## src/rtl/cpu_pkg.sv

```systemverilog
// Shared CPU pipeline definitions: operand word type and forwarding-select
// encodings, used by the forward-A/B muxes and the hazard unit.
package cpu_pkg;

  localparam int WORD_W = 32;
  localparam int FWD_SEL_W = 3;

  typedef logic [WORD_W-1:0]    word_t;
  typedef logic [FWD_SEL_W-1:0] fwd_sel_t;

  // Forwarding select encodings; anything with bit 2 set is illegal.
  localparam fwd_sel_t FWD_NONE = 3'd0;  // register-file operand
  localparam fwd_sel_t FWD_S1   = 3'd1;  // nearest stage result
  localparam fwd_sel_t FWD_S2   = 3'd2;  // next stage result
  localparam fwd_sel_t FWD_S3   = 3'd3;  // furthest stage result

  // Single definition of "illegal select" shared by muxes and hazard unit.
  function automatic logic fwd_sel_illegal(input fwd_sel_t sel);
    return sel[2];
  endfunction

endpackage

```

## src/rtl/fwd_mux_fa6.sv

```systemverilog
// Forward-A operand mux for pipeline stage 6. Selects the register-file
// operand or one of three forwarded results, with a registered copy and a
// sticky illegal-select flag. Illegal selects fall back to the
// non-forwarded operand so a hazard-unit glitch never injects stale data.
module fwd_mux_fa6
  import cpu_pkg::*;
#(
  parameter int WIDTH = WORD_W,
  parameter int SEL_W = FWD_SEL_W
) (
  input  logic             clk,
  input  logic             rst,
  input  logic [WIDTH-1:0] a0,
  input  logic [WIDTH-1:0] a1,
  input  logic [WIDTH-1:0] a2,
  input  logic [WIDTH-1:0] a3,
  input  logic [SEL_W-1:0] s,
  output logic [WIDTH-1:0] y,
  output logic [WIDTH-1:0] y_q,
  output logic             sel_err,
  output logic             sel_err_q
);

  logic [WIDTH-1:0] y_d;
  logic             sel_err_d;

  // Combinational operand select and illegal-select detect.
  always_comb begin
    // NOTE: assign every output a default first so no path through the
    // case can leave it unassigned and infer a latch.
    y       = a0;
    sel_err = fwd_sel_illegal(s);
    case (s)
      FWD_NONE: y = a0;
      FWD_S1:   y = a1;
      FWD_S2:   y = a2;
      FWD_S3:   y = a3;
      default:  y = a0;
    endcase
  end

  // Next-state for the registered copy and the sticky error flag.
  always_comb begin
    y_d       = y;
    sel_err_d = sel_err_q | sel_err;
  end

  // State registers with synchronous reset taking priority over sampling.
  always_ff @(posedge clk) begin
    // NOTE: non-blocking assignments keep every flop sampling pre-edge
    // values, independent of statement order.
    if (rst) begin
      y_q       <= '0;
      sel_err_q <= 1'b0;
    end else begin
      y_q       <= y_d;
      sel_err_q <= sel_err_d;
    end
  end

endmodule

```

## config.mk

```make
export PLATFORM = sky130hd
export DESIGN_NAME = fwd_mux_fa6
export DESIGN_NICKNAME = d
export VERILOG_FILES = /design/src/rtl/cpu_pkg.sv /design/src/rtl/fwd_mux_fa6.sv
export SDC_FILE = /design/constraint.sdc
export NUM_CORES = 1
export LEC_CHECK = 0
export BUFFER_PORTS_ARGS = -buffer_cell sky130_fd_sc_hd__buf_2
export CAP_MARGIN = 20
export CORE_ASPECT_RATIO = 0.5
export CORE_MARGIN = 4
export CORE_UTILIZATION = 25
export DETAILED_ROUTE_END_ITERATION = 16
export GPL_TIMING_DRIVEN = 0
export SLEW_MARGIN = 15
export SYNTH_ARGS = -nofsm -noshare
export SYNTH_HDL_FRONTEND = slang
export SYNTH_SLANG_ARGS = --single-unit
```

## constraint.sdc

```tcl
create_clock -name clk -period 1.9 [get_ports clk]
set_input_delay 0.19 -clock clk [delete_from_list [all_inputs] [get_ports clk]]
set_output_delay 0.19 -clock clk [all_outputs]
set_load 0.01 [all_outputs]
```

==> results.tsv, run 1 <==
stage	metric	value	unit
status	outcome	finished clean	
timing	transition time at the pin with the least slew margin	0.709	ns
floorplanning	Die Area	12300	sq um
floorplanning	cell row count	26	
clock_network	PostCTS Resize Cnt	0	
setup_path	category of the critical setup timing path	input pin to output port	
synth	Adder-Cell Fraction of Synth Area	0	%
detailed_routing	antenna violation net count after detailed routing	0	
synth	largest family of logic cells by synthesized area	compound AO/OA/AOI/OAI gates	
timing	pins over their slew limit	0	
clock_network	CTS Root Buffer Type	clkbuf_16	
synth	number of storage elements in the synthesis netlist	33	
synth	total standard cell area after synthesis	2620	sq um
clock_network	Max clock buf depth	2	
clock_network	htree depth	2	
detailed_routing	starting DRC count in detailed routing	140	
detailed_routing	DRC violation count after routing	0	
timing	Max Freq	661	MHz
synth	cell count after synthesis	327	
timing	final period demand of the worst path	1.51	ns
synth	syn nets	460	
synth	xor/xnor cell area share of the yosys netlist	0	%
floorplanning	vertical die dimension	80.4	um
placement	DP HPWL	8680	um
timing	Tcrit/Tclk final	79.7	%
clock_network	clock tree from TritonCTS	yes	
pwr	IR drop worst, VDD	0.296	mV
synth	top cells by instance count after synthesis	90 x nand2_1, 33 x dfxtp_1, 32 x a21oi_1, 32 x nor2b_1	
timing	setup TNS	0	ns
finish	Antenna Cells	0	
global_route	GRT Total Usage	17.1	%
floorplanning	initial cell density of the core	25.7	%
detailed_routing	Via density	4.81	
finish	Layout Area Growth over Synthesis	49.9	%
setup_path	Critical Path Source Type	input pin	
timing	Rel. slew slack	52.7	%
clock_network	number of buffers inserted during clock tree synthesis	5	
synth	area leader, netlist	dfxtp_1	
floorplanning	die outline width	153	um
placement	buffers added on ports	195	
synth	share of the yosys chip area belonging to registers	25.2	%
setup_path	Critical Path Fanout Max	10	
setup_path	arrival time of the worst setup path	1.32	ns
synth	Simple-Gate Fraction of Synth Area	23.4	%
synth	fraction of synthesized cell area taken by the top area cell type	25.2	%
synth	Area contributors post-synth	dfxtp_1 25%, nand2_1 13%, mux2_2 12%	
placement	gpl congestion	0.838	
global_route	gr ovfl total	0	
global_route	via count of the first global-routing pass	3173	
setup_path	required time of the critical path	1.71	ns
synth	average size of a mapped cell	8.02	sq um
global_route	number of antenna violations at the first check in global routing	0	
finish	layout cells sized above 1	50.2	%
clock_network	clock slew at the register clock pins of the worst setup and hold paths	0.06	ns
detailed_routing	final routed wire length divided by cell count	16.6	um
floorplanning	Top-Level Pins	199	
global_route	global-route wire length before repair	16700	um
clock_network	later-pin clock latency in the skew report	0.28	ns
pwr	static leakage	1.81	nW
timing	setup repair after global routing missed its margin	no	
synth	Ys Warns	0	
pwr	power density over the cells	630	nW/um^2
clock_network	# hold bufs at CTS	0	
detailed_routing	routed via count	3220	
synth	most frequent cell after synthesis	nand2_1	
flow_run	MaxCap Viol Count	0	
clock_network	Num Clock Sinks	33	
finish	Util after Layout	38.5	%
timing	number of endpoints with negative hold slack in the final report	0	
synth	Synth Area in Compound Gates	27.8	%
setup_path	Critical Path End Type	output port	
clock_network	number of buffers added for setup after CTS	0	
synth	fraction of registers with async set/reset	0	%
timing	Max Clock Skew	0	ns
global_route	maximum number of pins on one net before global-route repair	11	
synth	most common flop cell mapped by yosys	dfxtp_1	
synth	mux share of post-synthesis cell area	13.6	%
floorplanning	Core Box Area	10200	sq um
detailed_routing	drt first pass iters	4	
timing	count of final setup violators	0	
finish	number of filler instances in the final layout	1103	
detailed_routing	aggregate routed wire length	11100	um
synth	post-synthesis cell type count	19	
synth	number of flops mapped to enable cells by yosys	0	
worst_hold_path	type of the tightest min-delay check	input pin to flip-flop	
finish	nets	662	
-- layout by cell type (no fill, tap or decap), types with 2 or more instances in the layout --
cell       instances
a21oi_1           32
o221ai_1          28
nand2_1           90
buf_2            199
mux2i_1            3
buf_6             15
nand2b_1           4
clkbuf_8           2
mux2_2            29
clkbuf_16          5
clkbuf_1           9
nor2_1             2
dfxtp_1           33
o221ai_2           7
buf_4              5
nor2b_1           32
o211ai_1          29
nor2b_2            2
-- layer usage --
layer | share of wire [%] | global-route usage, % | routed length (um)
met5 | 0 | 0 | 0
met4 | 1.7 | 4.71 | 193
met3 | 4.6 | 3.18 | 508
met2 | 50 | 29.9 | 5620
met1 | 43 | 21.9 | 4820
-- cell families after synthesis --
group	after synthesis
AO/OA/AOI/OAI	96
flip-flops	33
buffers and inverters	34
multiplexers	32
AND/OR/NAND/NOR	132
-- state kept, by name, summed over array words and instances (netlist names) --
| register | count |
|---|---|
| sel_err_q | 1 |
| y_q | 32 |
-- report_power, final --
part	internal [mW]	switching (mW)
registers	0.754	0.0138
clock network	0.556	0.332
logic	0.386	0.434
-- critical path, cell delays in order --
cell      delay, ns
buf_2          0.09
buf_6          0.15
buf_6          0.18
mux2_2         0.38
nand2_1        0.07
o211ai_1       0.08
buf_2          0.17
-- metrics by stage --
| step | instances | power, mW | worst slack [ns] | cell area, sq um | hold slack [ns] |
|---|---|---|---|---|---|
| 2_1_floorplan | 327 | 1.24 | 0.712 | 2620 | 0.393 |
| 3_3_place_gp | 662 | 1.60 | 0.396 | 3770 | 0.443 |
| 3_5_place_dp | 662 | 1.61 | 0.386 | 3770 | 0.466 |
| 4_1_cts | 670 | 2.50 | 0.383 | 3930 | 0.197 |
| 5_1_grt | 670 | 2.61 | 0.309 | 3930 | 0.218 |
| 6_report | 670 | 2.48 | 0.387 | 3930 | 0.203 |
-- worst paths after layout --
| kind | depth (start not counted) | from | to | slack [ns] |
|---|---|---|---|---|
| min | 3 | a1[3] | y_q[3] | 0.20 |
| max | 7 | s[0] | y[0] | 0.39 |
| max reg2reg | 2 | sel_err_q | sel_err_q | 1.32 |
| min reg2reg | 2 | sel_err_q | sel_err_q | 0.49 |
-- cell type report --
type / count / area (sq um) / area share, %
multi-input cells: 260 / 1700 / 43.2
repair buffers: 195 / 976 / 24.8
flip-flops and latches: 33 / 661 / 16.8
plain buffers: 34 / 264 / 6.72
well taps: 140 / 175 / 4.46
clock buffers: 7 / 153 / 3.88
clock inverters: 1 / 5.00 / 0.127
Note: power is estimated with default switching activity, not from simulation.
==> inputs of run 2 (changes only) <==
--- a/config.mk
+++ b/config.mk
@@ -5,6 +5,7 @@
 export SDC_FILE = /design/constraint.sdc
 export NUM_CORES = 1
 export LEC_CHECK = 0
+export ABC_AREA = 1
 export BUFFER_PORTS_ARGS = -buffer_cell sky130_fd_sc_hd__buf_2
 export CAP_MARGIN = 20
 export CORE_ASPECT_RATIO = 0.5
==> constraint.sdc (replaced) <==
create_clock -name clk -period 1.5 [get_ports clk]
set_input_delay 0.15 -clock clk [delete_from_list [all_inputs] [get_ports clk]]
set_output_delay 0.15 -clock clk [all_outputs]
set_load 0.01 [all_outputs]
==> run 2 against run 1 <==
Clock power increased by 14%; routed wire length is 15% lower; clock skew stayed put; first-iteration DRC count is 5.7% higher; synthesized area decreased by 22%; hold slack lost 0.020 ns; largest power group unchanged; highest routed layer unchanged.
==> results.tsv, run 2 <==
stage	metric	value	unit
setup_path	Top cell by count, worst path	nand2_2	
detailed_routing	Via density	4.61	
floorplanning	Top-Level Pins	199	
floorplanning	Die Area	9730	sq um
setup_path	Worst R2R Setup Slack	0.95	ns
finish	number of filler instances in the final layout	860	
detailed_routing	routed via count	2953	
setup_path	Critical Path End Type	output port	
floorplanning	cell row count	22	
finish	layout cells sized above 1	43.5	%
setup_path	required time of the critical path	1.35	ns
clock_network	number of buffers inserted during clock tree synthesis	5	
detailed_routing	DRC violation count after routing	0	
finish	Final Non-Filler Cells	641	
synth	total standard cell area after synthesis	2030	sq um
synth	most frequent cell after synthesis	nand3_1	
timing	setup TNS	0	ns
clock_network	Num Clock Sinks	33	
synth	most common flop cell mapped by yosys	dfxtp_1	
floorplanning	die outline width	136	um
flow_run	MaxCap Viol Count	0	
timing	Tcrit/Tclk final	96.7	%
setup_path	slowest CP cell	or2_0	
synth	number of flops mapped to enable cells by yosys	0	
synth	post-synthesis cell type count	15	
global_route	GRT Total Usage	18.4	%
detailed_routing	antenna violation net count after detailed routing	0	
timing	Rel. slew slack	63.2	%
setup_path	arrival time of the worst setup path	1.30	ns
finish	Antenna Cells	0	
placement	cell area reported after detailed placement	3150	sq um
global_route	number of antenna violations at the first check in global routing	0	
finish	largest registers	y_q: 32 flops, sel_err_q: 1 flops	
finish	Layout Area Growth over Synthesis	64.2	%
placement	buffers added on ports	196	
clock_network	Max clock buf depth	2	
synth	share of the yosys chip area belonging to registers	32.5	%
floorplanning	initial cell density of the core	26.7	%
finish	number of flip-flops under the largest register name	32	
synth	Ys Warns	0	
status	outcome	finished clean	
detailed_routing	drt first pass iters	4	
pwr	static leakage	1.86	nW
placement	DP HPWL	7530	um
synth	Area contributors post-synth	dfxtp_1 32%, nand3_1 23%, or2_0 8.9%	
synth	top cells by instance count after synthesis	95 x nand3_1, 37 x nand2_1, 35 x inv_1, 35 x nor2_1, 33 x dfxtp_1	
finish	most common cell after layout, fill and taps aside	buf_2	
global_route	gr ovfl total	0	
setup_path	category of the critical setup timing path	input pin to output port	
setup_path	Critical Path Fanout Max	10	
clock_network	# hold bufs at CTS	0	
synth	fraction of synthesized cell area taken by the top area cell type	32.5	%
detailed_routing	final routed wire length divided by cell count	14.9	um
floorplanning	Core Box Area	7620	sq um
floorplanning	vertical die dimension	71.8	um
timing	Max Freq	690	MHz
global_route	global-route wire length before repair	14000	um
detailed_routing	aggregate routed wire length	9520	um
clock_network	clock slew at the register clock pins of the worst setup and hold paths	0.05	ns
pwr	IR drop worst, VDD	0.469	mV
timing	setup repair after global routing missed its margin	yes	
finish	most frequent cells in the layout	197 x buf_2, 95 x nand3_1, 36 x nand2_1	
setup_path	crit-path cells	clkbuf_4, inv_2, nand2_2, nand2_2, buf_4, or2_0, nand2_1, inv_1, buf_2	
synth	average size of a mapped cell	6.18	sq um
setup_path	family of cells with the greatest summed delay on the critical path	buffers and inverters	
clock_network	htree depth	2	
synth	number of storage elements in the synthesis netlist	33	
finish	nets	665	
clock_network	later-pin clock latency in the skew report	0.27	ns
finish	register with the most flip-flops	y_q	
timing	transition time at the pin with the least slew margin	0.552	ns
pwr	power density over the cells	847	nW/um^2
placement	number of instances in the placed design	633	
placement	gpl congestion	0.885	
synth	area leader, netlist	dfxtp_1	
clock_network	CTS Root Buffer Type	clkbuf_16	
global_route	maximum number of pins on one net before global-route repair	11	
timing	pins over their slew limit	0	
timing	count of final setup violators	0	
global_route	via count of the first global-routing pass	2836	
clock_network	clock tree from TritonCTS	yes	
finish	Util after Layout	43.8	%
synth	syn nets	462	
worst_hold_path	type of the tightest min-delay check	input pin to flip-flop	
setup_path	stage delay of the slowest cell on the critical path	0.24	ns
synth	fraction of registers with async set/reset	0	%
timing	number of endpoints with negative hold slack in the final report	0	
finish	total non-filler cell area in the finished layout	3340	sq um
setup_path	Critical Path Source Type	input pin	
setup_path	buffer and inverter count on the worst path	5	
timing	final period demand of the worst path	1.45	ns
detailed_routing	starting DRC count in detailed routing	148	
synth	cell count after synthesis	329	
timing	Max Clock Skew	0	ns
-- run 2: cell types whose count changed in the layout (fill, tap and decap cells not counted), moves of 29 or more --
cell | previous run | this run
nand3_1 | 0 | 95
nand2_1 | 90 | 36
inv_1 | 0 | 35
nor2_1 | 2 | 35
a21oi_1 | 32 | 0
nor2b_1 | 32 | 0
mux2_2 | 29 | 0
o211ai_1 | 29 | 0
or2_0 | 0 | 29
-- run 2: cells by family after synthesis --
family / after synthesis / share of synthesized area (%)
compound gates: 31 / 7.63
buf+inv: 63 / 12.5
flops: 33 / 32.5
simple gates: 202 / 47.4
-- run 2: power breakdown --
group	switching, mW	internal [mW]
combinational	0.485	0.377
sequential	0.0143	0.949
clock	0.396	0.610
-- run 2: layout make-up --
type	instances	area, sq um	share of cell area [%]
Multi-Input combinational cell	233	1130	33.9
Timing Repair Buffer	196	983	29.4
Sequential cell	33	661	19.8
Buffer	27	155	4.64
Inverter	36	135	4.04
Tap cell	108	135	4.04
Clock buffer	6	129	3.86
Clock inverter	2	10.0	0.300
-- run 2: metrics by stage --
step           setup slack (ns)  power [mW]  hold WS [ns]
2_1_floorplan             0.373        1.40         0.271
3_3_place_gp             -0.146        1.82         0.446
3_5_place_dp             -0.126        1.83         0.456
4_1_cts                -0.00440        2.85         0.175
5_1_grt                 -0.0262        3.00         0.220
6_report                 0.0501        2.83         0.184
-- run 2: worst paths after layout --
check | cells after the start | end | start
hold reg to reg | 2 | sel_err_q | sel_err_q
setup reg to reg | 2 | sel_err_q | sel_err_q
setup / recovery | 9 | y[11] | s[2]
hold / removal | 3 | sel_err_q | s[2]
-- run 2: what timing repair did --
| item | CTS | global route |
|---|---|---|
| endpoints found under the setup margin | 29 | 32 |
| resized for setup | 8 | 31 |
| setup buffers | 0 | 0 |
-- run 2: routing by layer --
| layer | up-vias | routed length [um] | track usage [%] |
|---|---|---|---|
| met5 | - | 0 | 0 |
| met4 | 0 | 148 | 5.25 |
| met3 | 14 | 620 | 4.98 |
| met2 | 106 | 4840 | 33.3 |
| met1 | 1361 | 3920 | 21.7 |
| li1 | 1472 | - | - |
-- run 2: worst reg2reg max path, cell delays in order, from the launching register on --
cell	delay [ns]
dfxtp_1	0.30
nor2_1	0.08
nor2_1	0.04
